==> config.mk <==
export PLATFORM = sky130hd
export DESIGN_NAME = msx_mapper_gen2
export DESIGN_NICKNAME = d
export VERILOG_FILES = /design/src/rtl/msx_bus_pkg.sv /design/src/rtl/msx_wait_gen.sv /design/src/rtl/msx_mapper_gen2.sv
export SDC_FILE = /design/constraint.sdc
export NUM_CORES = 1
export LEC_CHECK = 0
export ABC_AREA = 0
export ABC_CLOCK_PERIOD_IN_PS = 3100
export CORE_MARGIN = 5
export CORE_UTILIZATION = 52
export DETAILED_ROUTE_END_ITERATION = 8
export PLACE_DENSITY = 0.81
export SLEW_MARGIN = 20
export SYNTH_ARGS = -nofsm -noshare
export SYNTH_HDL_FRONTEND = slang
export SYNTH_HIERARCHICAL = 1
export SYNTH_SLANG_ARGS = --single-unit
==> constraint.sdc <==
create_clock -name CLK -period 3.1 [get_ports CLK]
set_input_delay 0.465 -clock CLK [delete_from_list [all_inputs] [get_ports CLK]]
set_output_delay 0.465 -clock CLK [all_outputs]
set_load 0.05 [all_outputs]
==> src/rtl/msx_bus_pkg.sv <==
// Shared MSX bus definitions: mapper port base, segment reset values and wait FSM states.
// Imported by the mapper and by the reusable wait-state generator.
package msx_bus_pkg;

  localparam logic [7:0] IO_MAPPER_BASE = 8'hFC;

  // Power-on mapping puts segment 3 in page 0 down to segment 0 in page 3
  localparam logic [7:0] SEG_RST_P0 = 8'h03;
  localparam logic [7:0] SEG_RST_P1 = 8'h02;
  localparam logic [7:0] SEG_RST_P2 = 8'h01;
  localparam logic [7:0] SEG_RST_P3 = 8'h00;

  typedef enum logic [1:0] {
    WS_IDLE = 2'b00,
    WS_WAIT = 2'b01,
    WS_HOLD = 2'b10
  } wait_state_e;

  // Forces every bit at or above 'bits' to 1 so unimplemented segment bits read high
  function automatic logic [7:0] pad_readback(input logic [7:0] seg, input int unsigned bits);
    logic [7:0] mask;
    mask = 8'hFF << bits;
    return (seg & ~mask) | mask;
  endfunction

endpackage

==> src/rtl/msx_wait_gen.sv <==
// Z80 M1 wait-state generator: inserts WAIT_CYCLES wait clocks once per opcode fetch.
// Reusable for any wait path that keys off an MREQ falling edge during M1.
module msx_wait_gen
  import msx_bus_pkg::*;
#(
  parameter int WAIT_CYCLES = 1
) (
  input  logic i_clk,
  input  logic i_rst_n,
  input  logic i_mreq_n,
  input  logic i_m1_n,
  input  logic i_rfsh_n,
  output logic o_wait_n
);

  localparam bit         WAIT_EN  = (WAIT_CYCLES != 0);
  localparam logic [2:0] CNT_LOAD = WAIT_EN ? 3'(WAIT_CYCLES - 1) : 3'd0;

  wait_state_e r_state;
  wait_state_e w_state_next;
  logic [2:0]  r_cnt;
  logic [2:0]  w_cnt_next;
  logic        r_mreq_q;
  logic        r_wait_n;
  logic        w_fetch_start;

  assign w_fetch_start = WAIT_EN & r_mreq_q & ~i_mreq_n & ~i_m1_n & i_rfsh_n;

  always_comb begin
    w_state_next = r_state;
    w_cnt_next   = r_cnt;
    case (r_state)
      WS_IDLE: begin
        if (w_fetch_start) begin
          w_state_next = WS_WAIT;
          w_cnt_next   = CNT_LOAD;
        end else begin
          w_state_next = WS_IDLE;
        end
      end
      WS_WAIT: begin
        // An aborted fetch releases WAIT straight away rather than finishing the burst
        if (i_mreq_n) begin
          w_state_next = WS_IDLE;
        end else if (r_cnt == 3'd0) begin
          w_state_next = WS_HOLD;
        end else begin
          w_cnt_next = r_cnt - 3'd1;
        end
      end
      WS_HOLD: begin
        if (i_mreq_n) begin
          w_state_next = WS_IDLE;
        end else begin
          w_state_next = WS_HOLD;
        end
      end
      default: begin
        w_state_next = WS_IDLE;
        w_cnt_next   = 3'd0;
      end
    endcase
  end

  always_ff @(posedge i_clk or negedge i_rst_n) begin
    if (!i_rst_n) begin
      r_state  <= WS_IDLE;
      r_cnt    <= 3'd0;
      r_mreq_q <= 1'b1;
      r_wait_n <= 1'b1;
    end else begin
      r_state  <= w_state_next;
      r_cnt    <= w_cnt_next;
      r_mreq_q <= i_mreq_n;
      r_wait_n <= (w_state_next != WS_WAIT);
    end
  end

  assign o_wait_n = r_wait_n;

endmodule

==> src/rtl/msx_mapper_gen2.sv <==
// MSX memory mapper with four page segment registers on ports FCh-FFh, MSX-style
// readback padding and an M1 wait-state generator for slow ROM/flash.
module msx_mapper_gen2
  import msx_bus_pkg::*;
#(
  parameter int         BANK_BITS   = 5,
  parameter logic [7:0] IO_BASE     = IO_MAPPER_BASE,
  parameter int         WAIT_CYCLES = 1
) (
  input  logic                 CLK,
  input  logic                 RSTb,
  input  logic [1:0]           addrH,
  input  logic [7:0]           addrL,
  input  logic [7:0]           data_in,
  input  logic                 IORQb,
  input  logic                 MREQb,
  input  logic                 RDb,
  input  logic                 WRb,
  input  logic                 M1b,
  input  logic                 RFSHb,
  output logic [BANK_BITS-1:0] RAMA,
  output logic [7:0]           DOUT,
  output logic                 DOE,
  output logic                 WAITb
);

  logic [BANK_BITS-1:0] r_seg [4];
  logic                 r_wr_q;
  logic                 w_sel;
  logic                 w_wr;
  logic                 w_commit;
  logic [BANK_BITS-1:0] w_rd_seg;

  // M1 low with IORQ marks interrupt acknowledge, which must never hit the mapper
  assign w_sel    = ~IORQb & M1b & (addrL[7:2] == IO_BASE[7:2]);
  assign w_wr     = w_sel & ~WRb & RFSHb;
  assign w_commit = w_wr & ~r_wr_q;

  always_ff @(posedge CLK or negedge RSTb) begin
    if (!RSTb) begin
      r_wr_q   <= 1'b0;
      r_seg[0] <= SEG_RST_P0[BANK_BITS-1:0];
      r_seg[1] <= SEG_RST_P1[BANK_BITS-1:0];
      r_seg[2] <= SEG_RST_P2[BANK_BITS-1:0];
      r_seg[3] <= SEG_RST_P3[BANK_BITS-1:0];
    end else begin
      r_wr_q <= w_wr;
      if (w_commit) begin
        r_seg[addrL[1:0]] <= data_in[BANK_BITS-1:0];
      end
    end
  end

  always_comb begin
    w_rd_seg = r_seg[addrL[1:0]];
    RAMA     = r_seg[addrH];
    DOE      = w_sel & ~RDb;
    DOUT     = pad_readback(8'(w_rd_seg), BANK_BITS);
  end

  generate
    if (BANK_BITS < 8) begin : g_unused_data
      logic w_unused_data;
      assign w_unused_data = ^data_in[7:BANK_BITS];
    end
  endgenerate

  msx_wait_gen #(
    .WAIT_CYCLES(WAIT_CYCLES)
  ) u_wait_gen (
    .i_clk   (CLK),
    .i_rst_n (RSTb),
    .i_mreq_n(MREQb),
    .i_m1_n  (M1b),
    .i_rfsh_n(RFSHb),
    .o_wait_n(WAITb)
  );

endmodule
==> summary.txt <==
====================================================================================================
Share of cells above drive strength 1                                                         0.3586
Die height                                                                                  64.91 µm
VDD IR-drop max                                                                             345.3 µV
Mean area per synthesized cell                                                             14.25 µm²
Kind of capture point of the worst setup path                                             output pin
Final number of max-transition violations                                                          0
Power per Cell Area                                                                     410.0 nW/µm²
Warnings from Yosys                                                                                6
Routed wire length on met2                                                                  1.666 mm
CTS resizes                                                                                        0
Switching share of power                                                                      0.2893
Routed wire length                                                                          3.295 mm
HP Class                                                                                input port to async pin
Clock-pin slew reported for the worst setup and hold paths after clock tree synthesis        0.15 ns
TritonCTS clock tree                                                                            done
Met3 Routed Length                                                                            147 µm
Post-synthesis cell count                                                                        110
GRT overflow                                                                                       0
Final hold violations                                                                              0
Wire length of the first global-routing pass                                                5.485 mm
Post-route clock skew                                                                    0.001784 ns
Via count of the routed design                                                                 1,057
Share of the yosys chip area belonging to registers                                           0.4517
Final worst slack                                                                          0.4213 ns
Clock H-tree levels                                                                                1
Yosys top cell by area                                                                  sky130_fd_sc_hd__dfrtp_1
Place WS                                                                                   0.3976 ns
Unique masters post-synth                                                                         35
Post-route met1 wirelength                                                                  1.412 mm
Relative contribution of the clock network to total power                                      0.231
Number of global-route vias before repair                                                      1,151
Pin count of the biggest net entering global routing                                              29
Worst Setup Path Type                                                                   input port to output pin
Total clock sinks                                                                                 28
Cell Int Power                                                                              563.3 µW
Min cycle time layout                                                                       2.679 ns
Post CTS Setup Buffer Count                                                                        0
Most common cell type on the critical path                                              sky130_fd_sc_hd__clkdlybuf4s50_1
Least-Margin Pin Slew                                                                      0.5030 ns
Width of the die                                                                            64.91 µm
Number of failing setup endpoints in the final timing report                                       0
Cts hold-fix bufs                                                                                  0
CP max stage cell                                                                       sky130_fd_sc_hd__clkdlybuf4s50_1
Clock buffer count from CTS                                                                        3
Highest routed metal layer                                                                      met4
Routed Antenna Nets                                                                                0
Utilization after layout                                                                      0.6492
Initial antenna violation count                                                                    0
Nets@finish                                                                                      174
DRC errors left                                                                                    0
DR pass1 iterations                                                                                6
DP HPWL                                                                                     2.438 mm
Net switching power                                                                         229.3 µW
I/O Buffers                                                                                       34
WL per Instance                                                                             18.51 µm
Setup repair after global routing missed its margin                                               no
Skew-Pair Late Insertion Delay                                                               0.33 ns
Required @ worst endpoint                                                                    2.63 ns
Highest net fanout along the worst path                                                            2
Critical path launch point type                                                           input port
Worst slew slack as a fraction of its limit                                                   0.6636
Proportion of power drawn by flip-flops and latches                                            0.526
CP arrival                                                                                   2.21 ns
Combinational power share                                                                      0.244
Clock tree root buffer cell                                                             sky130_fd_sc_hd__clkbuf_4
Register bit total from synthesis                                                                 28
Weighted congestion reported at the end of routability-driven placement                       0.7766
Post-route setup TNS                                                                            0 ns
Critical path, cell by cell                                                             clkdlybuf4s50_1 > mux4_2 > clkdlybuf4s50_1
Max-cap violation count                                                                            0
Initial cell density of the core                                                              0.5265
Overall die area                                                                            4213 µm²
I/O pins                                                                                          41
Per-cell via count in the routed design                                                        5.938
Top post-synthesis cells by area                                                        sky130_fd_sc_hd__dfrtp_1 35%, sky130_fd_sc_hd__mux2_2 11%, sky130_fd_sc_hd__dfstp_2 10%, sky130_fd_sc_hd__mux4_1 8.4%, sky130_fd_sc_hd__mux4_2 7.2%
Final clock period utilization by the worst path                                              0.8641
Area share of the largest cell type after synthesis                                           0.3512
Status                                                                                     completed
Std-Cell Core Area                                                                          2978 µm²
CP max stage delay                                                                           0.72 ns
Area of the mapped netlist                                                                  1568 µm²
Diode count                                                                                        0
Placement Rows                                                                                    20
Area added between synthesis and finish                                                       23.30%
P_leak                                                                                     0.9138 nW
Achievable frequency                                                                       373.3 MHz
Violation count after the first detailed-routing iteration                                        42
Maximum number of buffers from clock root to sink                                                  2
Total routing resource utilization after global routing                                       0.1748
====================================================================================================
stage by stage:
| step | power, mW | instance area (µm²) | std cells | hold WS, ns |
|---|---|---|---|---|
| 2_1_floorplan | 0.5464 | 1575 | 112 | 0.1694 |
| 3_3_place_gp | 0.6028 | 1897 | 174 | 0.4994 |
| 3_5_place_dp | 0.6167 | 1897 | 174 | 0.5145 |
| 4_1_cts | 0.7996 | 1933 | 178 | 0.4864 |
| 5_1_grt | 0.8436 | 1933 | 178 | 0.5013 |
| 6_report | 0.7927 | 1933 | 178 | 0.4797 |
power by group through the flow:
stage	registers [mW]	logic, mW	clock network (mW)
2_1_floorplan	0.421	0.126	0
3_3_place_gp	0.419	0.183	0
3_5_place_dp	0.422	0.195	0
4_1_cts	0.416	0.195	0.189
5_1_grt	0.419	0.219	0.205
6_report	0.417	0.193	0.183
cells in the final DEF (no fill, tap or decap), drive strengths merged, types with 3 or more instances in the layout:
master / count
buf: 13
clkdlybuf4s50: 24
inv: 6
mux4: 10
clkbuf: 4
a21oi: 4
or3: 3
nand2: 4
a221o: 3
mux2: 20
nor4: 3
dfrtp: 22
dfstp: 6
conb: 3
final timing paths:
kind	from	end	slack [ns]	cells after the start
worst max-delay path	addrH[0]	RAMA[0]	0.42	3
worst min-delay path	RSTb	u_wait_gen/r_state[1]	0.48	2
worst max register to register	r_wr_q	r_seg[7]	1.21	3
worst min register to register	r_seg[4]	r_seg[4]	0.55	1
max in group asynchronous	RSTb	r_seg[11]	2.31	2
min in group CLK	r_seg[4]	r_seg[4]	0.55	1
state kept, by name (all words and copies together) (netlist names):
| name | flops |
|---|---|
| r_wr_q | 1 |
| u_wait_gen/r_cnt | 3 |
| u_wait_gen/r_state | 2 |
| u_wait_gen/r_mreq_q | 1 |
| u_wait_gen/o_wait_n | 1 |
| r_seg | 20 |
critical path: cells and delay by family:
family / cells / cell delay, ns
buf+inv: 2 / 1.23
mux: 1 / 0.51
layer usage:
| metal | global-route usage | up-vias |
|---|---|---|
| met5 | 0 | - |
| li1 | - | 483 |
| met4 | 0.07916 | 0 |
| met3 | 0.02946 | 5 |
| met1 | 0.2208 | 541 |
| met2 | 0.2925 | 28 |
layout make-up:
cell class              instances  area [µm²]
fillers                       227        1045
multi-input cells              70       787.0
flip-flops and latches         28       708.2
repair buffers                 37       337.8
well taps                      33       41.29
clock buffers                   4       36.28
inverters                       6       22.52
logic make-up after synthesis:
group	share of synthesized area
AND/OR/NAND/NOR	0.1261
other	0.002392
flip-flops	0.4517
multiplexers	0.3176
AO/OA/AOI/OAI	0.03511
buffers and inverters	0.05107
adder cells (fa/ha/maj)	0.01596
cells in the mapped netlist:
| library cell | n |
|---|---|
| sky130_fd_sc_hd__dfrtp_1 | 22 |
| sky130_fd_sc_hd__mux2_2 | 15 |
| sky130_fd_sc_hd__dfstp_2 | 6 |
| sky130_fd_sc_hd__inv_1 | 6 |
| sky130_fd_sc_hd__mux2_4 | 5 |
| sky130_fd_sc_hd__mux4_1 | 5 |
| sky130_fd_sc_hd__mux4_2 | 5 |
| sky130_fd_sc_hd__a21oi_1 | 4 |
| sky130_fd_sc_hd__nand2_1 | 4 |
| sky130_fd_sc_hd__a221o_1 | 3 |
| sky130_fd_sc_hd__buf_4 | 3 |
| sky130_fd_sc_hd__or3_1 | 3 |
| sky130_fd_sc_hd__and2_1 | 2 |
| sky130_fd_sc_hd__buf_6 | 2 |
| sky130_fd_sc_hd__clkbuf_1 | 2 |
| sky130_fd_sc_hd__ha_1 | 2 |
| sky130_fd_sc_hd__nor2_1 | 2 |
| sky130_fd_sc_hd__nor2b_1 | 2 |
| sky130_fd_sc_hd__and4bb_1 | 1 |
| sky130_fd_sc_hd__clkbuf_2 | 1 |
| sky130_fd_sc_hd__conb_1 | 1 |
| sky130_fd_sc_hd__mux2i_1 | 1 |
| sky130_fd_sc_hd__nand4_1 | 1 |
| sky130_fd_sc_hd__nand4b_1 | 1 |
| sky130_fd_sc_hd__nand4bb_1 | 1 |
| sky130_fd_sc_hd__nor3_1 | 1 |
| sky130_fd_sc_hd__nor3b_1 | 1 |
| sky130_fd_sc_hd__nor4_1 | 1 |
| sky130_fd_sc_hd__nor4_2 | 1 |
| sky130_fd_sc_hd__nor4_4 | 1 |
| sky130_fd_sc_hd__o21ai_0 | 1 |
| sky130_fd_sc_hd__or2b_1 | 1 |
| sky130_fd_sc_hd__or4_1 | 1 |
| sky130_fd_sc_hd__or4_4 | 1 |
| sky130_fd_sc_hd__or4b_4 | 1 |
No activity file was read; power rests on OpenSTA's default activity.
